**config.mk**
```make
export PLATFORM = sky130hd
export DESIGN_NAME = alu_op_sequencer_flat
export DESIGN_NICKNAME = d
export VERILOG_FILES = /design/src/rtl/alu_op_sequencer_pkg.sv /design/src/rtl/alu_op_sequencer_if.sv /design/src/rtl/alu_op_sequencer_reg_decoder_4to16.sv /design/src/rtl/alu_op_sequencer.sv /design/src/flat_wrapper.sv
export SDC_FILE = /design/constraint.sdc
export NUM_CORES = 1
export LEC_CHECK = 0
export BUFFER_PORTS_ARGS = -buffer_cell sky130_fd_sc_hd__buf_4
export CAP_MARGIN = 40
export CORE_MARGIN = 2
export CORE_UTILIZATION = 50
export CTS_CLUSTER_SIZE = 8
export DETAILED_ROUTE_END_ITERATION = 10
export HOLD_SLACK_MARGIN = 0.1
export PLACE_DENSITY = 0.78
export SLEW_MARGIN = 40
export SYNTH_ARGS = -nofsm -noshare
export SYNTH_HDL_FRONTEND = slang
export SYNTH_SLANG_ARGS = --single-unit
```
**constraint.sdc**
```tcl
create_clock -name Clock -period 2.6 [get_ports Clock]
set_input_delay 0.26 -clock Clock [delete_from_list [all_inputs] [get_ports Clock]]
set_output_delay 0.26 -clock Clock [all_outputs]
set_load 0.01 [all_outputs]
```
**src/rtl/alu_op_sequencer_pkg.sv**
```systemverilog
// Shared state encoding, opcode constants and registered control-word layout
// for the ALU operation sequencer.
package alu_op_sequencer_pkg;

    typedef enum logic [2:0] {
        StIdle  = 3'd0,
        StYLoad = 3'd1,
        StExec  = 3'd2,
        StWbLo  = 3'd3,
        StWbHi  = 3'd4
    } state_e;

    localparam logic [4:0] OpNop = 5'b00000;
    localparam logic [4:0] OpRol = 5'b00110;
    localparam logic [4:0] OpMul = 5'b01111;
    localparam logic [4:0] OpDiv = 5'b10000;
    localparam logic [4:0] OpNeg = 5'b10001;
    localparam logic [4:0] OpNot = 5'b10010;

    // Registered control word driven to the data path; all-zero is the reset value.
    typedef struct packed {
        logic        busy;
        logic        done;
        logic [15:0] rout;
        logic [15:0] rin;
        logic        yin;
        logic        zlowin;
        logic        zhighin;
        logic        zlowout;
        logic        zhighout;
        logic        loin;
        logic        hiin;
        logic [4:0]  op;
    } ctrl_t;

    function automatic logic is_unary(input logic [4:0] opc);
        return (opc == OpNeg) || (opc == OpNot);
    endfunction

    function automatic logic is_long(input logic [4:0] opc);
        return (opc == OpMul) || (opc == OpDiv);
    endfunction

endpackage

```
**src/rtl/alu_op_sequencer_if.sv**
```systemverilog
// Request and data-path control bundle between the sequencer and its requester.
interface alu_op_sequencer_if;
    logic        start;
    logic [4:0]  opcode;
    logic [3:0]  ra;
    logic [3:0]  rb;
    logic [3:0]  rc;
    logic        busy;
    logic        done;
    logic [15:0] Rout;
    logic [15:0] Rin;
    logic        Yin;
    logic        Zlowin;
    logic        Zhighin;
    logic        Zlowout;
    logic        Zhighout;
    logic        LOin;
    logic        HIin;
    logic [4:0]  op;

    modport master (
        output start, opcode, ra, rb, rc,
        input  busy, done, Rout, Rin, Yin, Zlowin, Zhighin, Zlowout, Zhighout, LOin, HIin, op
    );

    modport slave (
        input  start, opcode, ra, rb, rc,
        output busy, done, Rout, Rin, Yin, Zlowin, Zhighin, Zlowout, Zhighout, LOin, HIin, op
    );
endinterface

```
**src/rtl/alu_op_sequencer_reg_decoder_4to16.sv**
```systemverilog
// 4-bit register index plus enable to a one-hot 16-bit enable vector.
module reg_decoder_4to16 (
    input  logic [3:0]  idx_i,
    input  logic        en_i,
    output logic [15:0] onehot_o
);
    always_comb begin
        onehot_o = '0;
        if (en_i) begin
            onehot_o[idx_i] = 1'b1;
        end
    end
endmodule

```
**src/rtl/alu_op_sequencer.sv**
```systemverilog
// Sequences one ALU operation over a shared bus: Y load, execute into Z,
// then write-back of Z low (and Z high for MUL/DIV) with fully registered controls.
module alu_op_sequencer
    import alu_op_sequencer_pkg::*;
(
    input logic              Clock,
    input logic              clear,
    alu_op_sequencer_if.slave ctrl
);
    state_e      state_q, state_d;
    logic [4:0]  opcode_q, opcode_d;
    logic [3:0]  ra_q, ra_d;
    logic [3:0]  rb_q, rb_d;
    logic [3:0]  rc_q, rc_d;
    ctrl_t       out_q, out_d;

    logic        rout_en;
    logic [3:0]  rout_idx;
    logic        rin_en;
    logic [15:0] rout_dec;
    logic [15:0] rin_dec;

    always_comb begin
        state_d  = state_q;
        opcode_d = opcode_q;
        ra_d     = ra_q;
        rb_d     = rb_q;
        rc_d     = rc_q;
        unique case (state_q)
            StIdle: begin
                if (ctrl.start) begin
                    opcode_d = ctrl.opcode;
                    ra_d     = ctrl.ra;
                    rb_d     = ctrl.rb;
                    rc_d     = ctrl.rc;
                    state_d  = StYLoad;
                end
            end
            StYLoad: state_d = StExec;
            StExec:  state_d = StWbLo;
            StWbLo:  state_d = is_long(opcode_q) ? StWbHi : StIdle;
            StWbHi:  state_d = StIdle;
            default: state_d = StIdle;
        endcase
    end

    // Outputs are decoded from the next state so they register in step with it.
    always_comb begin
        rout_en  = (state_d == StYLoad) || ((state_d == StExec) && !is_unary(opcode_d));
        rout_idx = (state_d == StYLoad) ? rb_d : rc_d;
        rin_en   = (state_d == StWbLo) && !is_long(opcode_d);
    end

    reg_decoder_4to16 u_rout_dec (
        .idx_i    (rout_idx),
        .en_i     (rout_en),
        .onehot_o (rout_dec)
    );

    reg_decoder_4to16 u_rin_dec (
        .idx_i    (ra_d),
        .en_i     (rin_en),
        .onehot_o (rin_dec)
    );

    always_comb begin
        out_d          = '0;
        out_d.busy     = (state_d != StIdle);
        out_d.done     = rin_en || (state_d == StWbHi);
        out_d.rout     = rout_dec;
        out_d.rin      = rin_dec;
        out_d.yin      = (state_d == StYLoad);
        out_d.zlowin   = (state_d == StExec);
        out_d.zhighin  = (state_d == StExec);
        out_d.zlowout  = (state_d == StWbLo);
        out_d.zhighout = (state_d == StWbHi);
        out_d.loin     = (state_d == StWbLo) && is_long(opcode_d);
        out_d.hiin     = (state_d == StWbHi);
        out_d.op       = opcode_d;
    end

    always_ff @(posedge Clock) begin
        if (clear) begin
            state_q  <= StIdle;
            opcode_q <= '0;
            ra_q     <= '0;
            rb_q     <= '0;
            rc_q     <= '0;
            out_q    <= '0;
        end else begin
            state_q  <= state_d;
            opcode_q <= opcode_d;
            ra_q     <= ra_d;
            rb_q     <= rb_d;
            rc_q     <= rc_d;
            out_q    <= out_d;
        end
    end

    assign ctrl.busy     = out_q.busy;
    assign ctrl.done     = out_q.done;
    assign ctrl.Rout     = out_q.rout;
    assign ctrl.Rin      = out_q.rin;
    assign ctrl.Yin      = out_q.yin;
    assign ctrl.Zlowin   = out_q.zlowin;
    assign ctrl.Zhighin  = out_q.zhighin;
    assign ctrl.Zlowout  = out_q.zlowout;
    assign ctrl.Zhighout = out_q.zhighout;
    assign ctrl.LOin     = out_q.loin;
    assign ctrl.HIin     = out_q.hiin;
    assign ctrl.op       = out_q.op;
endmodule

```
**src/flat_wrapper.sv**
```systemverilog
// flat-port wrapper written by rule: the top's interface ports become plain ports
module alu_op_sequencer_flat import alu_op_sequencer_pkg::*;
  (Clock, clear, ctrl_start, ctrl_opcode, ctrl_ra, ctrl_rb, ctrl_rc, ctrl_busy, ctrl_done, ctrl_Rout, ctrl_Rin, ctrl_Yin, ctrl_Zlowin, ctrl_Zhighin, ctrl_Zlowout, ctrl_Zhighout, ctrl_LOin, ctrl_HIin, ctrl_op);
  alu_op_sequencer_if ctrl_i ();
  input logic Clock;
  input logic clear;
  input wire logic [$bits(ctrl_i.start)-1:0] ctrl_start;
  input wire logic [$bits(ctrl_i.opcode)-1:0] ctrl_opcode;
  input wire logic [$bits(ctrl_i.ra)-1:0] ctrl_ra;
  input wire logic [$bits(ctrl_i.rb)-1:0] ctrl_rb;
  input wire logic [$bits(ctrl_i.rc)-1:0] ctrl_rc;
  output wire logic [$bits(ctrl_i.busy)-1:0] ctrl_busy;
  output wire logic [$bits(ctrl_i.done)-1:0] ctrl_done;
  output wire logic [$bits(ctrl_i.Rout)-1:0] ctrl_Rout;
  output wire logic [$bits(ctrl_i.Rin)-1:0] ctrl_Rin;
  output wire logic [$bits(ctrl_i.Yin)-1:0] ctrl_Yin;
  output wire logic [$bits(ctrl_i.Zlowin)-1:0] ctrl_Zlowin;
  output wire logic [$bits(ctrl_i.Zhighin)-1:0] ctrl_Zhighin;
  output wire logic [$bits(ctrl_i.Zlowout)-1:0] ctrl_Zlowout;
  output wire logic [$bits(ctrl_i.Zhighout)-1:0] ctrl_Zhighout;
  output wire logic [$bits(ctrl_i.LOin)-1:0] ctrl_LOin;
  output wire logic [$bits(ctrl_i.HIin)-1:0] ctrl_HIin;
  output wire logic [$bits(ctrl_i.op)-1:0] ctrl_op;
  assign ctrl_i.start = ctrl_start;
  assign ctrl_i.opcode = ctrl_opcode;
  assign ctrl_i.ra = ctrl_ra;
  assign ctrl_i.rb = ctrl_rb;
  assign ctrl_i.rc = ctrl_rc;
  assign ctrl_busy = ctrl_i.busy;
  assign ctrl_done = ctrl_i.done;
  assign ctrl_Rout = ctrl_i.Rout;
  assign ctrl_Rin = ctrl_i.Rin;
  assign ctrl_Yin = ctrl_i.Yin;
  assign ctrl_Zlowin = ctrl_i.Zlowin;
  assign ctrl_Zhighin = ctrl_i.Zhighin;
  assign ctrl_Zlowout = ctrl_i.Zlowout;
  assign ctrl_Zhighout = ctrl_i.Zhighout;
  assign ctrl_LOin = ctrl_i.LOin;
  assign ctrl_HIin = ctrl_i.HIin;
  assign ctrl_op = ctrl_i.op;
  alu_op_sequencer u_core (.Clock(Clock), .clear(clear), .ctrl(ctrl_i));
endmodule
```
==> impl_metrics.py <==
metrics = {
    "synth": {
        "synth-edff-count": 0,
        "async_flop_share_pct": 0,
        "synth_cell_types": 36,
        "yosys.area.top_type_share_pct": 52.1,
        "ys_top_cells_by_area": "dfxtp_1 (52%), nand2_1 (6.0%), a211oi_1 (5.7%), mux2i_1 (3.8%), nor2b_1 (3.6%)",
        "yosys_warnings": 0,
        "yosysTopAreaCell": "dfxtp_1",
        "syn_nets": 238,
        "ys_seq_area_share_pct": 52.1,
        "yosysMostFrequentCell": "dfxtp_1",
        "netlist_instances": 218,
        "yosys-top-cells-count": "dfxtp_1 (55), nand2_1 (34), a211oi_1 (16), a21oi_1 (13), nor2b_1 (12)",
        "ys.flop_type": "dfxtp_1",
        "syn-cell-area_sq_mm": 0.00211,
        "syn_avg_cell_area_sq_um": 9.69,
        "synth_seq_cells": 55,
    },
    "clock_tree": {
        "cts_root_buf": "clkbuf_8",
        "insertion_delay_ps": 300,
        "clockBufferDepth": 2,
        "cts_made_buffers": 5,
        "postCtsSetupBuffers": 0,
        "cts_tree": "done",
        "clock_sinks": 55,
        "cts.clk_slew.worst_paths_ps": 90,
        "post_cts_resized": 0,
        "hold_buffers": 0,
        "cts_max_level": 2,
    },
    "worst_setup_path": {
        "required_ps": 2800,
        "path_max_fanout": 30,
        "cp.arrival_ps": 2250,
        "cp_slowest_cell": "or4b_4",
        "cp_top_family": "simple AND/OR/NAND/NOR gates",
        "regToRegStartpoint": "u_core.state_q[0]$_SDFF_PP0_",
        "critPathMaxStageDelay_ps": 780,
        "cp.buffers_inverters": 0,
        "startpoint": "u_core.state_q[0]$_SDFF_PP0_",
        "cp-start-kind": "register",
        "cp_cell_sequence": "or4b_4, or3_1, a2111oi_2",
        "reg2reg_setup_slack_ps": 550,
        "criticalPathCategory": "reg2reg",
        "endpoint_kind": "register",
    },
    "grt": {
        "grt_pass1_wl_microns": 7020,
        "antenna_found_initial": 0,
        "overflow": 0,
        "grt_use_total_pct": 20.3,
        "grt_pass1_vias": 1554,
        "grt_max_degree": 31,
    },
    "power": {
        "vdd_drop_max_uv": 298,
        "powerDensity_mw_per_mm2": 620,
        "p_leak_uw": 0.00111,
    },
    "floorplan": {
        "rows": 23,
        "fp.dieW_microns": 69.0,
        "fp.dieArea_sq_mm": 0.00476,
        "fp.coreArea_sq_mm": 0.00403,
        "pin_count": 66,
        "die_h_microns": 69.0,
        "floorplan.initialDensity_pct": 52.4,
    },
    "timing": {
        "rsz0062_at_grt": "false",
        "fin_skew_ps": 8.22,
        "report.final.slew_viol_count": 0,
        "period_share_pct": 78.9,
        "hold_slack_ps": 201,
        "setup_violations": 0,
        "worstMarginPinSlew_ps": 467,
        "layout_min_cycle_time_ps": 2050,
        "max_freq_ghz": 0.488,
        "slew_headroom_pct": 68.6,
        "hold_viol": 0,
        "tns_ps": 0,
    },
    "detailed_routing": {
        "wirelength_microns": 4520,
        "drt_iter0_drc": 104,
        "route.detailed.drc": 0,
        "drt_first_pass_iters": 4,
        "wl_per_cell_microns": 13.8,
        "vias_per_cell": 5.44,
        "ant_nets": 0,
        "vias": 1780,
    },
    "placement": {
        "hpwlAfterDp_microns": 3280,
        "port_buffers": 65,
        "gp_congestion": 0.795,
    },
    "run_status": {
        "status": "finished, final reports clean",
    },
    "flow_run": {
        "maxCapViolCount": 0,
    },
    "cells_and_area": {
        "n_antenna_cell": 0,
        "drive_gt1_share_pct": 30.0,
        "areaGrowthSynthToFinish_pct": 28.1,
        "fin_nets": 297,
    },
    "worst_hold_path": {
        "min_path_type": "in2reg",
        "holdCritStartpoint": "ctrl_rc[1]",
    },
}
cell type report:
type / instances / area, sq um
clock inverters: 1 / 30.0
inverters: 5 / 18.8
multi-input cells: 142 / 910
well taps: 50 / 62.6
repair buffers: 68 / 510
clock buffers: 6 / 72.6
fillers: 335 / 1320
flip-flops and latches: 55 / 1100
registers in the layout (all words and copies together) (netlist names):
signal / flops
u_core.ctrl.busy: 1
u_core.ctrl.LOin: 1
u_core.ra_q: 4
u_core.rc_q: 4
u_core.ctrl.Yin: 1
u_core.ctrl.Zlowin: 1
u_core.ctrl.Rout: 16
u_core.ctrl.done: 1
u_core.ctrl.Rin: 16
u_core.ctrl.Zhighout: 1
u_core.state_q: 3
u_core.ctrl.Zlowout: 1
u_core.opcode_q: 5
per-stage QoR:
step / utilization (%) / total power, uW / instance area, sq um / instances / worst slack, ps
finish: 67.1 / 1680 / 2710 / 327 / 549
global route: 67.1 / 1750 / 2710 / 327 / 469
CTS: 67.1 / 1690 / 2710 / 327 / 539
detailed placement: 64.6 / 1170 / 2600 / 320 / 570
global placement: 64.6 / 1160 / 2600 / 320 / 641
floorplan: - / 1080 / 2110 / 218 / 778
metal layers:
layer	track usage, %	up-vias	wire (microns)
li1	-	898	-
met1	26.3	830	2030
met2	31.1	50	2190
met3	4.87	2	267
met4	10.5	0	41
met5	0	-	0
report_power, final:
group	switching [uW]	leakage, uW	internal, uW
sequential	31.5	0.000446	873
combinational	140	0.000608	106
clock	246	0.0000513	282
total	417	0.00111	1260
worst reg2reg max path, delay by kind of cell (launching register included):
kind | cells | cell delay, ps
flip-flops | 1 | 420
AND/OR/NAND/NOR | 2 | 1180
AO/OA/AOI/OAI | 1 | 360
worst paths after layout:
kind,to,depth (start not counted)
worst max register to register,u_core.ctrl.Rin[1]$_SDFF_PP0_,3
worst max-delay path,u_core.ctrl.Rin[1]$_SDFF_PP0_,3
worst min register to register,u_core.rc_q[0]$_SDFF_PP0_,2
worst min-delay path,u_core.rc_q[1]$_SDFF_PP0_,3
logic make-up after synthesis:
kind of cell           share of synthesized area (%)
multiplexers                                    5.39
AO/OA/AOI/OAI                                   14.9
AND/OR/NAND/NOR                                 21.2
buffers and inverters                           5.15
flip-flops                                      52.1
XOR/XNOR                                        1.24
layout by cell type (no fill, tap or decap), types with 8 or more instances in the layout:
cell,count
a211oi_1,16
a21oi_1,13
buf_4,68
dfxtp_1,55
mux2i_1,8
nand2_1,34
nor2_1,8
nor2b_1,12
nor3_1,8
nor4_1,8
o2111ai_1,8
No activity file was read; power rests on OpenSTA's default activity.
